==> config.mk <==
export PLATFORM = sky130hd
export DESIGN_NAME = dfs_freq_ctrl
export DESIGN_NICKNAME = d
export VERILOG_FILES = /design/src/rtl/dfs_pkg.sv /design/src/rtl/dfs_freq_chan.sv /design/src/rtl/dfs_freq_ctrl.sv
export SDC_FILE = /design/constraint.sdc
export NUM_CORES = 1
export LEC_CHECK = 0
export CORE_UTILIZATION = 55
export CTS_BUF_LIST = sky130_fd_sc_hd__clkbuf_4 sky130_fd_sc_hd__clkbuf_8 sky130_fd_sc_hd__clkbuf_16
export CTS_CLUSTER_DIAMETER = 150
export CTS_CLUSTER_SIZE = 40
export DETAILED_ROUTE_END_ITERATION = 12
export PLACE_DENSITY = 0.81
export SLEW_MARGIN = 20
export SYNTH_ARGS = -nofsm -noshare
export SYNTH_HDL_FRONTEND = slang
export SYNTH_SLANG_ARGS = --single-unit
==> constraint.sdc <==
create_clock -name clk -period 3.37 [get_ports clk]
set_clock_uncertainty 0.15 [all_clocks]
set_input_delay 0.674 -clock clk [delete_from_list [all_inputs] [get_ports clk]]
set_output_delay 0.674 -clock clk [all_outputs]
set_load 0.02 [all_outputs]
==> src/rtl/dfs_pkg.sv <==
// rtl/dfs_pkg.sv - shared FSM state type and frequency-table lookup for the DFS request controller
package dfs_pkg;

    localparam int DFS_TBL_BITS  = 4096;
    localparam int DFS_WORD_BITS = 32;

    typedef enum logic [2:0] {
        ST_IDLE,
        ST_REQ,
        ST_WAIT_ACK,
        ST_WAIT_LOCK,
        ST_DWELL
    } dfs_ctrl_state_t;

    // Table is zero-extended to a fixed width so one function serves every instance.
    function automatic logic [DFS_WORD_BITS-1:0] dfs_tbl_word(
        input logic [DFS_TBL_BITS-1:0] freqs,
        input logic [31:0]             idx,
        input int unsigned             dw
    );
        return DFS_WORD_BITS'(freqs >> (idx * dw));
    endfunction

endpackage

==> src/rtl/dfs_freq_chan.sv <==
// rtl/dfs_freq_chan.sv - one DFS channel: FIFO drain, table lookup, request/ack/lock/dwell sequencing
module dfs_freq_chan
    import dfs_pkg::*;
#(
    parameter int DATA_WIDTH  = 13,
    parameter int N_FREQ      = 20,
    parameter int IDX_WIDTH   = 8,
    parameter logic [N_FREQ*DATA_WIDTH-1:0] FREQS = '0,
    parameter int DEFAULT_IDX = 0,
    parameter int RAMP        = 0,
    parameter int MIN_DWELL   = 64,
    parameter int ACK_TIMEOUT = 4096
) (
    input  logic                  clk,
    input  logic                  rst,
    input  logic [IDX_WIDTH-1:0]  freq_data_in,
    input  logic                  freq_empty_in,
    output logic                  freq_rd_o,
    output logic                  dfs_en_o,
    output logic [DATA_WIDTH-1:0] dfs_data_o,
    input  logic                  dfs_ack_i,
    input  logic                  dfs_locked_i,
    output logic [IDX_WIDTH-1:0]  cur_idx_o,
    output logic                  busy_o,
    input  logic                  err_clr_i,
    output logic                  err_idx_o,
    output logic                  err_tmo_o
);

    localparam int CNT_MAX = (ACK_TIMEOUT > MIN_DWELL) ? ACK_TIMEOUT : MIN_DWELL;
    localparam int CNT_W   = $clog2(CNT_MAX + 1);
    localparam logic [IDX_WIDTH-1:0]  DEF_IDX  = IDX_WIDTH'(DEFAULT_IDX);
    localparam logic [DATA_WIDTH-1:0] DEF_WORD =
        DATA_WIDTH'(dfs_tbl_word(DFS_TBL_BITS'(FREQS), 32'(DEFAULT_IDX), DATA_WIDTH));

    dfs_ctrl_state_t       state_q, state_d;
    logic [IDX_WIDTH-1:0]  cur_q, cur_d, tgt_q, tgt_d, nxt_q, nxt_d;
    logic [DATA_WIDTH-1:0] data_q, data_d;
    logic [CNT_W-1:0]      cnt_q, cnt_d, cnt_inc;
    logic                  err_idx_q, err_idx_d, err_tmo_q, err_tmo_d;
    logic                  pop;
    logic                  idx_bad;
    logic [IDX_WIDTH-1:0]  req_tgt, step_idx;
    logic [DATA_WIDTH-1:0] step_word;

    always_ff @(posedge clk) begin
        if (rst) begin
            state_q   <= ST_IDLE;
            cur_q     <= DEF_IDX;
            tgt_q     <= DEF_IDX;
            nxt_q     <= DEF_IDX;
            data_q    <= DEF_WORD;
            cnt_q     <= '0;
            err_idx_q <= 1'b0;
            err_tmo_q <= 1'b0;
        end else begin
            state_q   <= state_d;
            cur_q     <= cur_d;
            tgt_q     <= tgt_d;
            nxt_q     <= nxt_d;
            data_q    <= data_d;
            cnt_q     <= cnt_d;
            err_idx_q <= err_idx_d;
            err_tmo_q <= err_tmo_d;
        end
    end

    // A pending ramp target outranks the FIFO head, so the head is only consulted when cur == tgt.
    always_comb begin
        req_tgt = (cur_q != tgt_q) ? tgt_q : freq_data_in;
        if (RAMP != 0) begin
            step_idx = (req_tgt > cur_q) ? cur_q + 1'b1 : cur_q - 1'b1;
        end else begin
            step_idx = req_tgt;
        end
        step_word = DATA_WIDTH'(dfs_tbl_word(DFS_TBL_BITS'(FREQS), 32'(step_idx), DATA_WIDTH));
        idx_bad   = 32'(freq_data_in) >= 32'(N_FREQ);
        cnt_inc   = cnt_q + 1'b1;
    end

    always_comb begin
        state_d   = state_q;
        cur_d     = cur_q;
        tgt_d     = tgt_q;
        nxt_d     = nxt_q;
        data_d    = data_q;
        cnt_d     = cnt_q;
        err_idx_d = err_idx_q & ~err_clr_i;
        err_tmo_d = err_tmo_q & ~err_clr_i;
        pop       = 1'b0;
        case (state_q)
            ST_IDLE: begin
                cnt_d = '0;
                if (cur_q != tgt_q) begin
                    nxt_d   = step_idx;
                    data_d  = step_word;
                    state_d = ST_REQ;
                end else if (!freq_empty_in) begin
                    pop = 1'b1;
                    if (idx_bad) begin
                        err_idx_d = 1'b1;
                    end else if (freq_data_in != cur_q) begin
                        tgt_d   = freq_data_in;
                        nxt_d   = step_idx;
                        data_d  = step_word;
                        state_d = ST_REQ;
                    end
                end
            end
            ST_REQ: begin
                // Counter starts at 1 so it measures cycles since the request strobe.
                cnt_d   = CNT_W'(1);
                state_d = ST_WAIT_ACK;
            end
            ST_WAIT_ACK: begin
                if (dfs_ack_i) begin
                    cur_d   = nxt_q;
                    state_d = ST_WAIT_LOCK;
                end else if (cnt_inc == CNT_W'(ACK_TIMEOUT)) begin
                    err_tmo_d = 1'b1;
                    tgt_d     = cur_q;
                    state_d   = ST_IDLE;
                end else begin
                    cnt_d = cnt_inc;
                end
            end
            ST_WAIT_LOCK: begin
                if (dfs_locked_i) begin
                    cnt_d   = '0;
                    state_d = (MIN_DWELL == 0) ? ST_IDLE : ST_DWELL;
                end
            end
            ST_DWELL: begin
                if (cnt_inc == CNT_W'(MIN_DWELL)) begin
                    state_d = ST_IDLE;
                end else begin
                    cnt_d = cnt_inc;
                end
            end
            default: state_d = ST_IDLE;
        endcase
    end

    always_comb begin
        freq_rd_o = pop;
        dfs_en_o  = (state_q == ST_REQ);
        busy_o    = (state_q != ST_IDLE);
    end

    assign dfs_data_o = data_q;
    assign cur_idx_o  = cur_q;
    assign err_idx_o  = err_idx_q;
    assign err_tmo_o  = err_tmo_q;

endmodule

==> src/rtl/dfs_freq_ctrl.sv <==
// rtl/dfs_freq_ctrl.sv - multi-channel DFS frequency-request controller; one independent channel per slice
module dfs_freq_ctrl #(
    parameter int N_CH        = 2,
    parameter int DATA_WIDTH  = 13,
    parameter int N_FREQ      = 20,
    parameter int IDX_WIDTH   = 8,
    parameter logic [N_FREQ*DATA_WIDTH-1:0] FREQS = '0,
    parameter int DEFAULT_IDX = 0,
    parameter int RAMP        = 0,
    parameter int MIN_DWELL   = 64,
    parameter int ACK_TIMEOUT = 4096
) (
    input  logic                       clk,
    input  logic                       rst,
    input  logic [N_CH*IDX_WIDTH-1:0]  freq_data_in,
    input  logic [N_CH-1:0]            freq_empty_in,
    output logic [N_CH-1:0]            freq_rd_o,
    output logic [N_CH-1:0]            dfs_en_o,
    output logic [N_CH*DATA_WIDTH-1:0] dfs_data_o,
    input  logic [N_CH-1:0]            dfs_ack_i,
    input  logic [N_CH-1:0]            dfs_locked_i,
    output logic [N_CH*IDX_WIDTH-1:0]  cur_idx_o,
    output logic [N_CH-1:0]            busy_o,
    input  logic [N_CH-1:0]            err_clr_i,
    output logic [N_CH-1:0]            err_idx_o,
    output logic [N_CH-1:0]            err_tmo_o
);

    for (genvar c = 0; c < N_CH; c++) begin : g_ch
        dfs_freq_chan #(
            .DATA_WIDTH (DATA_WIDTH),
            .N_FREQ     (N_FREQ),
            .IDX_WIDTH  (IDX_WIDTH),
            .FREQS      (FREQS),
            .DEFAULT_IDX(DEFAULT_IDX),
            .RAMP       (RAMP),
            .MIN_DWELL  (MIN_DWELL),
            .ACK_TIMEOUT(ACK_TIMEOUT)
        ) u_chan (
            .clk          (clk),
            .rst          (rst),
            .freq_data_in (freq_data_in[c*IDX_WIDTH +: IDX_WIDTH]),
            .freq_empty_in(freq_empty_in[c]),
            .freq_rd_o    (freq_rd_o[c]),
            .dfs_en_o     (dfs_en_o[c]),
            .dfs_data_o   (dfs_data_o[c*DATA_WIDTH +: DATA_WIDTH]),
            .dfs_ack_i    (dfs_ack_i[c]),
            .dfs_locked_i (dfs_locked_i[c]),
            .cur_idx_o    (cur_idx_o[c*IDX_WIDTH +: IDX_WIDTH]),
            .busy_o       (busy_o[c]),
            .err_clr_i    (err_clr_i[c]),
            .err_idx_o    (err_idx_o[c]),
            .err_tmo_o    (err_tmo_o[c])
        );
    end

endmodule

# --- After elaboration in Yosys (flattened, before gate mapping) ---
# Cells that the tools add are included.
classes:
  order_cmp: 2
  n_mux: 80
  n_shift: 2
  eq_ne: 48
  reduce_logical: 20
  n_addsub: 2
  div_mod_pow: 0
  multipliers: 2
  n_bitwise: 6
op_table:
  columns: ["op", "count"]
  rows:
  - ["$mux W13", 16]
  - ["$mux W8", 22]
  - ["$pmux W13 S5", 2]
  - ["$mux W3", 16]
  - ["$ne A2 B2 Y1 const B", 16]
  - ["$ne A8 B8 Y1", 4]
  - ["$pmux W8 S2", 2]
  - ["$pmux W3 S5", 2]
  - ["$add A13 B1 Y13 const B", 2]
  - ["$eq A13 B13 Y1 const B", 2]
  - ["$eq A13 B7 Y1 const B", 2]
  - ["$shr A1 B12 Y13 const A", 2]
  - ["$mul A8 B4 Y12 const B", 2]
  - ["$mux W1", 20]
  - ["$ge A8 B5 Y1 const B", 2]
  - ["$ne A2 B1 Y1 const B", 8]
  - ["$reduce_and A7 Y1", 2]
  - ["$eq A3 B2 Y1 const B", 4]
  - ["$ne A3 B2 Y1 const B", 4]
  - ["$reduce_and A6 Y1", 2]
  - ["$reduce_and A5 Y1", 2]
  - ["$reduce_bool A5 Y1", 2]
  - ["$reduce_and A4 Y1", 2]
  - ["$reduce_bool A2 Y1", 4]
  - ["other kinds (9)", 20]
totals:
  ramBits: 0
  regBits: 110
  inputBits: 26
  word_cells: 178
  rom_bits: 0
  n_memories: 0
  latch_bits: 0
  output_inout_bits: 52

# --- Logic depth before layout (Yosys ltp) ---
depth:
  ltp_word: 8
  depth_mapped: 9
  mapped_depth_nobuf: 8

# --- Hierarchy ---
# From an unflattened synthesis, not the netlist that was laid out.
hier_totals:
  cells_unflattened: 718
  hier_area_um2: 5534.1
modules_own_cells:
  columns: ["module", "cells_each", "area_per_inst_um2", "instances", "seq_area_each_um2"]
  rows:
  - ["dfs_freq_chan at g_ch[0].u_chan", 370, 2808.9, 1, 840.8]
  - ["dfs_freq_chan at g_ch[1].u_chan", 348, 2725.1, 1, 840.8]

# --- Worst setup path after synthesis ---
# Ideal clock, no wire load.
synth_timing:
  path_type: "reg-to-reg"
  startpoint: "reg g_ch[1].u_chan.cnt_q[0]"
  endpoint: "reg g_ch[1].u_chan.cnt_q[3]"
  n_path_buf: 0
  path_stages_with_launch: 9
  arrival_ns: 2.511
  setup_slack_ns: 0.614
  period_less_slack_ns: 2.756
  required_ns: 3.125
  setup_time_ns: 0.095
  cell_sequence: "dfxtp_1 > ha_1 > nand3_1 > o311a_1 > a31o_1 > and4b_4 > a2111oi_4 > o2111ai_1 > a221oi_1"
synth_between:
  elab_chain_len: 4
  word_cells_on_any_way: 10
  classes_between: "1 x add/sub; 4 x eq/ne; 4 x mux; 1 x reduce/logical"
synth_rtl:
  columns: ["item", "line_no", "source"]
  rows:
  - ["start, declared", "dfs_freq_chan.sv:39", "logic [CNT_W-1:0] cnt_q, cnt_d, cnt_inc;"]
  - ["start signal, assigned", "dfs_freq_chan.sv:62", "cnt_q <= cnt_d;"]
  - ["$add A13 B1 Y13 (*)", "dfs_freq_chan.sv:78", "cnt_inc = cnt_q + 1'b1;"]
  - ["$eq A13 B7 Y1 (tied with other cells)", "dfs_freq_chan.sv:134", "if (cnt_inc == CNT_W'(MIN_DWELL)) begin"]
  - ["$ne A2 B2 Y1 (no source line) or $mux W13 (tied branches)", null, null]
  - ["$reduce_and A5 Y1 (no source line) or $pmux W13 S5 (tied branches)", null, null]
# Mark *: on every way between the ends. The rest lies on a longest branch, timed or not. The select of a mux whose other input is x is not followed.
# A chain may end at the register's enable or synchronous reset.

# --- Final worst setup path ---
layout_timing:
  startpoint: "reg g_ch[0].u_chan.state_q[1]"
  endpoint: "out freq_rd_o[0]"
layout_between:
  elab_chain_len: 2
layout_rtl:
  columns: ["item", "line_no", "source"]
  rows:
  - ["start, declared", "dfs_freq_chan.sv:36", "dfs_ctrl_state_t state_q, state_d;"]
  - ["start signal, assigned", "dfs_freq_chan.sv:57", "state_q <= state_d;"]
  - ["$logic_not A3 Y1", "dfs_freq_chan.sv:91", "case (state_q)"]
  - ["$mux W1", "dfs_freq_chan.sv:91", null]
  - ["end, declared", "dfs_freq_ctrl.sv:17", "output logic [N_CH-1:0] freq_rd_o,"]
# Every way passes these cells.

==> out/metrics.csv <==
metric,value,unit
powerDensity,497,mW/mm2
grt_pass1_vias,4671,
grt_start_max_net_pins,55,
antenna_cells,0,
cp_data_arrival_time,2.37,ns
ys_seq_area_share,31.5,%
die_x,100,um
ant_nets,0,
synth_edf_count,0,
status,completed,
fillers,767,
synth_ff_type,dfxtp_1,
layout.nets,730,
syn_to_final_growth,14.0,%
place_area,0.00584,mm2
io_pins,78,
drt_iter0_drc,275,
cts_buffer_depth,2,
cp_max_fo,7,
cap_violations,0,
worst_setup_path_start_kind,register,
ctsHoldBuffers,0,
die_area,0.0101,mm2
cts_inserted_buffers,9,
wire_per_inst,15.7,um
overflow,0,
clk_latency,0.36,ns
synth_cell_types,69,
fin_tns_setup,0,ns
die_h,100,um
fin_crit,3.19,ns
synth_cells,661,
portBuffers,51,
hpwl,9.14,mm
hp-class,reg2reg,
period_share,94.7,%
rows,35,
tightest_slew,0.899,ns
grt_pass1_wl,21.6,mm
fmax,313,MHz
grt_antenna_before_repair,0,
vias,4979,
drive_gt1_share,11.1,%
regArea,0.00168,mm2
final_cell_area,0.00608,mm2
async_flop_share,0,%
gr-usage-all-layers,26.3,%
multiInputGateArea,0.00328,mm2
ys.warnings.count,0,
gp_congestion,0.997,
start_util,57.1,%
crit_type,reg2out,
drt_first_pass_iters,5,
clkTransAtPathRegs,0.10,ns
slew_violations,0,
endpoint_kind,output pin,
htreeDepth,3,
vdd_drop_max,0.359,mV
cts-root-buf,clkbuf_8,
cts_tree,built,
clock-sinks,84,
synth_area,0.00533,mm2
core_area,0.00933,mm2
syn_area_per_cell,8.06,um2
ys_ff_latch,84,
via_per_inst,5.97,
cp_data_required_time,2.55,ns
setup_viol_count_final,0,
rsz0062_at_grt,false,
slew_headroom,39.7,%
power.leakage,2.28,nW
drc,0,
wl,13.1,mm
hold_violations,0,
[report_power, final]
| group | switching, mW | internal [mW] | total [mW] |
|---|---|---|---|
| clock | 0.396 | 0.359 | 0.755 |
| combinational | 0.574 | 0.513 | 1.09 |
| sequential | 0.0852 | 1.10 | 1.18 |
[what timing repair did]
action | CTS | global route
setup buffers | 0 | 2
resized for setup | 0 | 1
hold endpoints to repair | 0 | 0
endpoints found under the setup margin | 0 | 9
[cells by family after synthesis]
group / after synthesis / synth area share (%)
AND/OR/NAND/NOR: 242 / 22.6
AO/OA/AOI/OAI: 149 / 18.6
buffers and inverters: 86 / 8.69
flip-flops: 84 / 31.5
multiplexers: 57 / 11.3
XOR/XNOR: 38 / 6.24
adder cells (fa/ha/maj): 4 / 0.939
other: 1 / 0.0704
[final cells by class]
class | instances | area share (%)
multi-input cells | 516 | 54.0
flip-flops and latches | 84 | 27.7
clock inverters | 6 | 1.17
repair buffers | 71 | 11.2
inverters | 18 | 1.11
clock buffers | 10 | 2.16
well taps | 129 | 2.66
[through the flow]
step / hold WS, ns / worst slack, ns / total power [mW] / util, % / cells
finish: 0.309 / 0.178 / 3.02 / 65.2 / 834
CTS: 0.313 / 0.175 / 3.01 / 64.8 / 832
global route: 0.328 / 0.0114 / 3.17 / 65.2 / 834
floorplan: 0.282 / 0.614 / 2.02 / - / 686
global placement: 0.285 / 0.355 / 2.23 / 62.6 / 816
detailed placement: 0.297 / 0.235 / 2.26 / 62.6 / 816
[Yosys cell counts, drive strengths merged (8+ instances only)]
library cell / count / area share [%]
dfxtp: 84 / 32
nand2: 70 / 4.9
nor2: 62 / 4.4
a21oi: 56 / 5.3
buf: 42 / 5.6
o21ai: 33 / 3.2
mux2i: 32 / 6.0
xnor2: 31 / 5.1
clkbuf: 26 / 1.8
mux2: 25 / 5.3
inv: 18 / 1.3
nand3: 15 / 1.4
nor3: 15 / 1.4
nand4: 14 / 1.8
nor2b: 10 / 1.2
a311oi: 9 / 1.5
nor4: 9 / 1.1
a221oi: 8 / 1.3
or4: 8 / 1.1
[final timing paths]
check | startpoint | cells after the start | to | slack [ns]
setup / recovery | g_ch[0].u_chan.state_q[1] | 3 | freq_rd_o[0] | 0.18
hold / removal | g_ch[1].u_chan.nxt_q[0] | 2 | g_ch[1].u_chan.cur_idx_o[0] | 0.31
setup reg to reg | g_ch[1].u_chan.cnt_q[0] | 7 | g_ch[1].u_chan.cnt_q[9] | 0.23
hold reg to reg | g_ch[1].u_chan.nxt_q[0] | 2 | g_ch[1].u_chan.cur_idx_o[0] | 0.31
[layout by cell type, fill, tap and decap left out, types with 3 or more instances in the layout]
| cell type | instances |
|---|---|
| mux2i_1 | 32 |
| a21oi_1 | 56 |
| inv_6 | 3 |
| nand4b_1 | 4 |
| dfxtp_1 | 84 |
| and3_1 | 3 |
| nor2_1 | 62 |
| o21ai_0 | 31 |
| conb_1 | 26 |
| nand3b_1 | 3 |
| nor4_1 | 9 |
| o21bai_1 | 3 |
| clkdlybuf4s50_1 | 50 |
| and4_1 | 3 |
| nand4_1 | 13 |
| o32ai_1 | 4 |
| o31ai_1 | 3 |
| xor2_1 | 7 |
| mux2_2 | 25 |
| or2_2 | 3 |
| buf_4 | 18 |
| a221oi_1 | 8 |
| xnor2_1 | 31 |
| nand2_1 | 70 |
| inv_1 | 18 |
| nor2b_1 | 10 |
| or3_1 | 6 |
| a311oi_1 | 9 |
| or4_1 | 8 |
| ha_1 | 4 |
| nand2b_1 | 4 |
| nand3_1 | 15 |
| and2_1 | 5 |
| nor3_1 | 15 |
| clkbuf_8 | 9 |
[flip-flops by register name, indices dropped and copies added, names as in the netlist]
register and cells:
g_ch.u_chan.cnt_q 26, g_ch.u_chan.cur_idx_o 16, g_ch.u_chan.err_idx_o 2, g_ch.u_chan.err_tmo_o 2
g_ch.u_chan.nxt_q 16, g_ch.u_chan.state_q 6, g_ch.u_chan.tgt_q 16
[metal layers]
| metal | share of wire, % | wire [um] | global-route usage, % | vias up |
|---|---|---|---|---|
| met4 | 1.7 | 227 | 9.48 | 0 |
| met1 | 43 | 5660 | 34.4 | 2385 |
| li1 | - | - | - | 2390 |
| met3 | 6.1 | 797 | 4.04 | 27 |
| met5 | 0 | 0 | 0 | - |
| met2 | 49 | 6380 | 43.8 | 177 |
[worst max-delay path, stage by stage (launching register included)]
cell,delay (ns)
dfxtp_1,0.38
or3_1,0.45
nor4_1,0.47
clkdlybuf4s50_1,0.70
(Power assumes the default switching activity.)
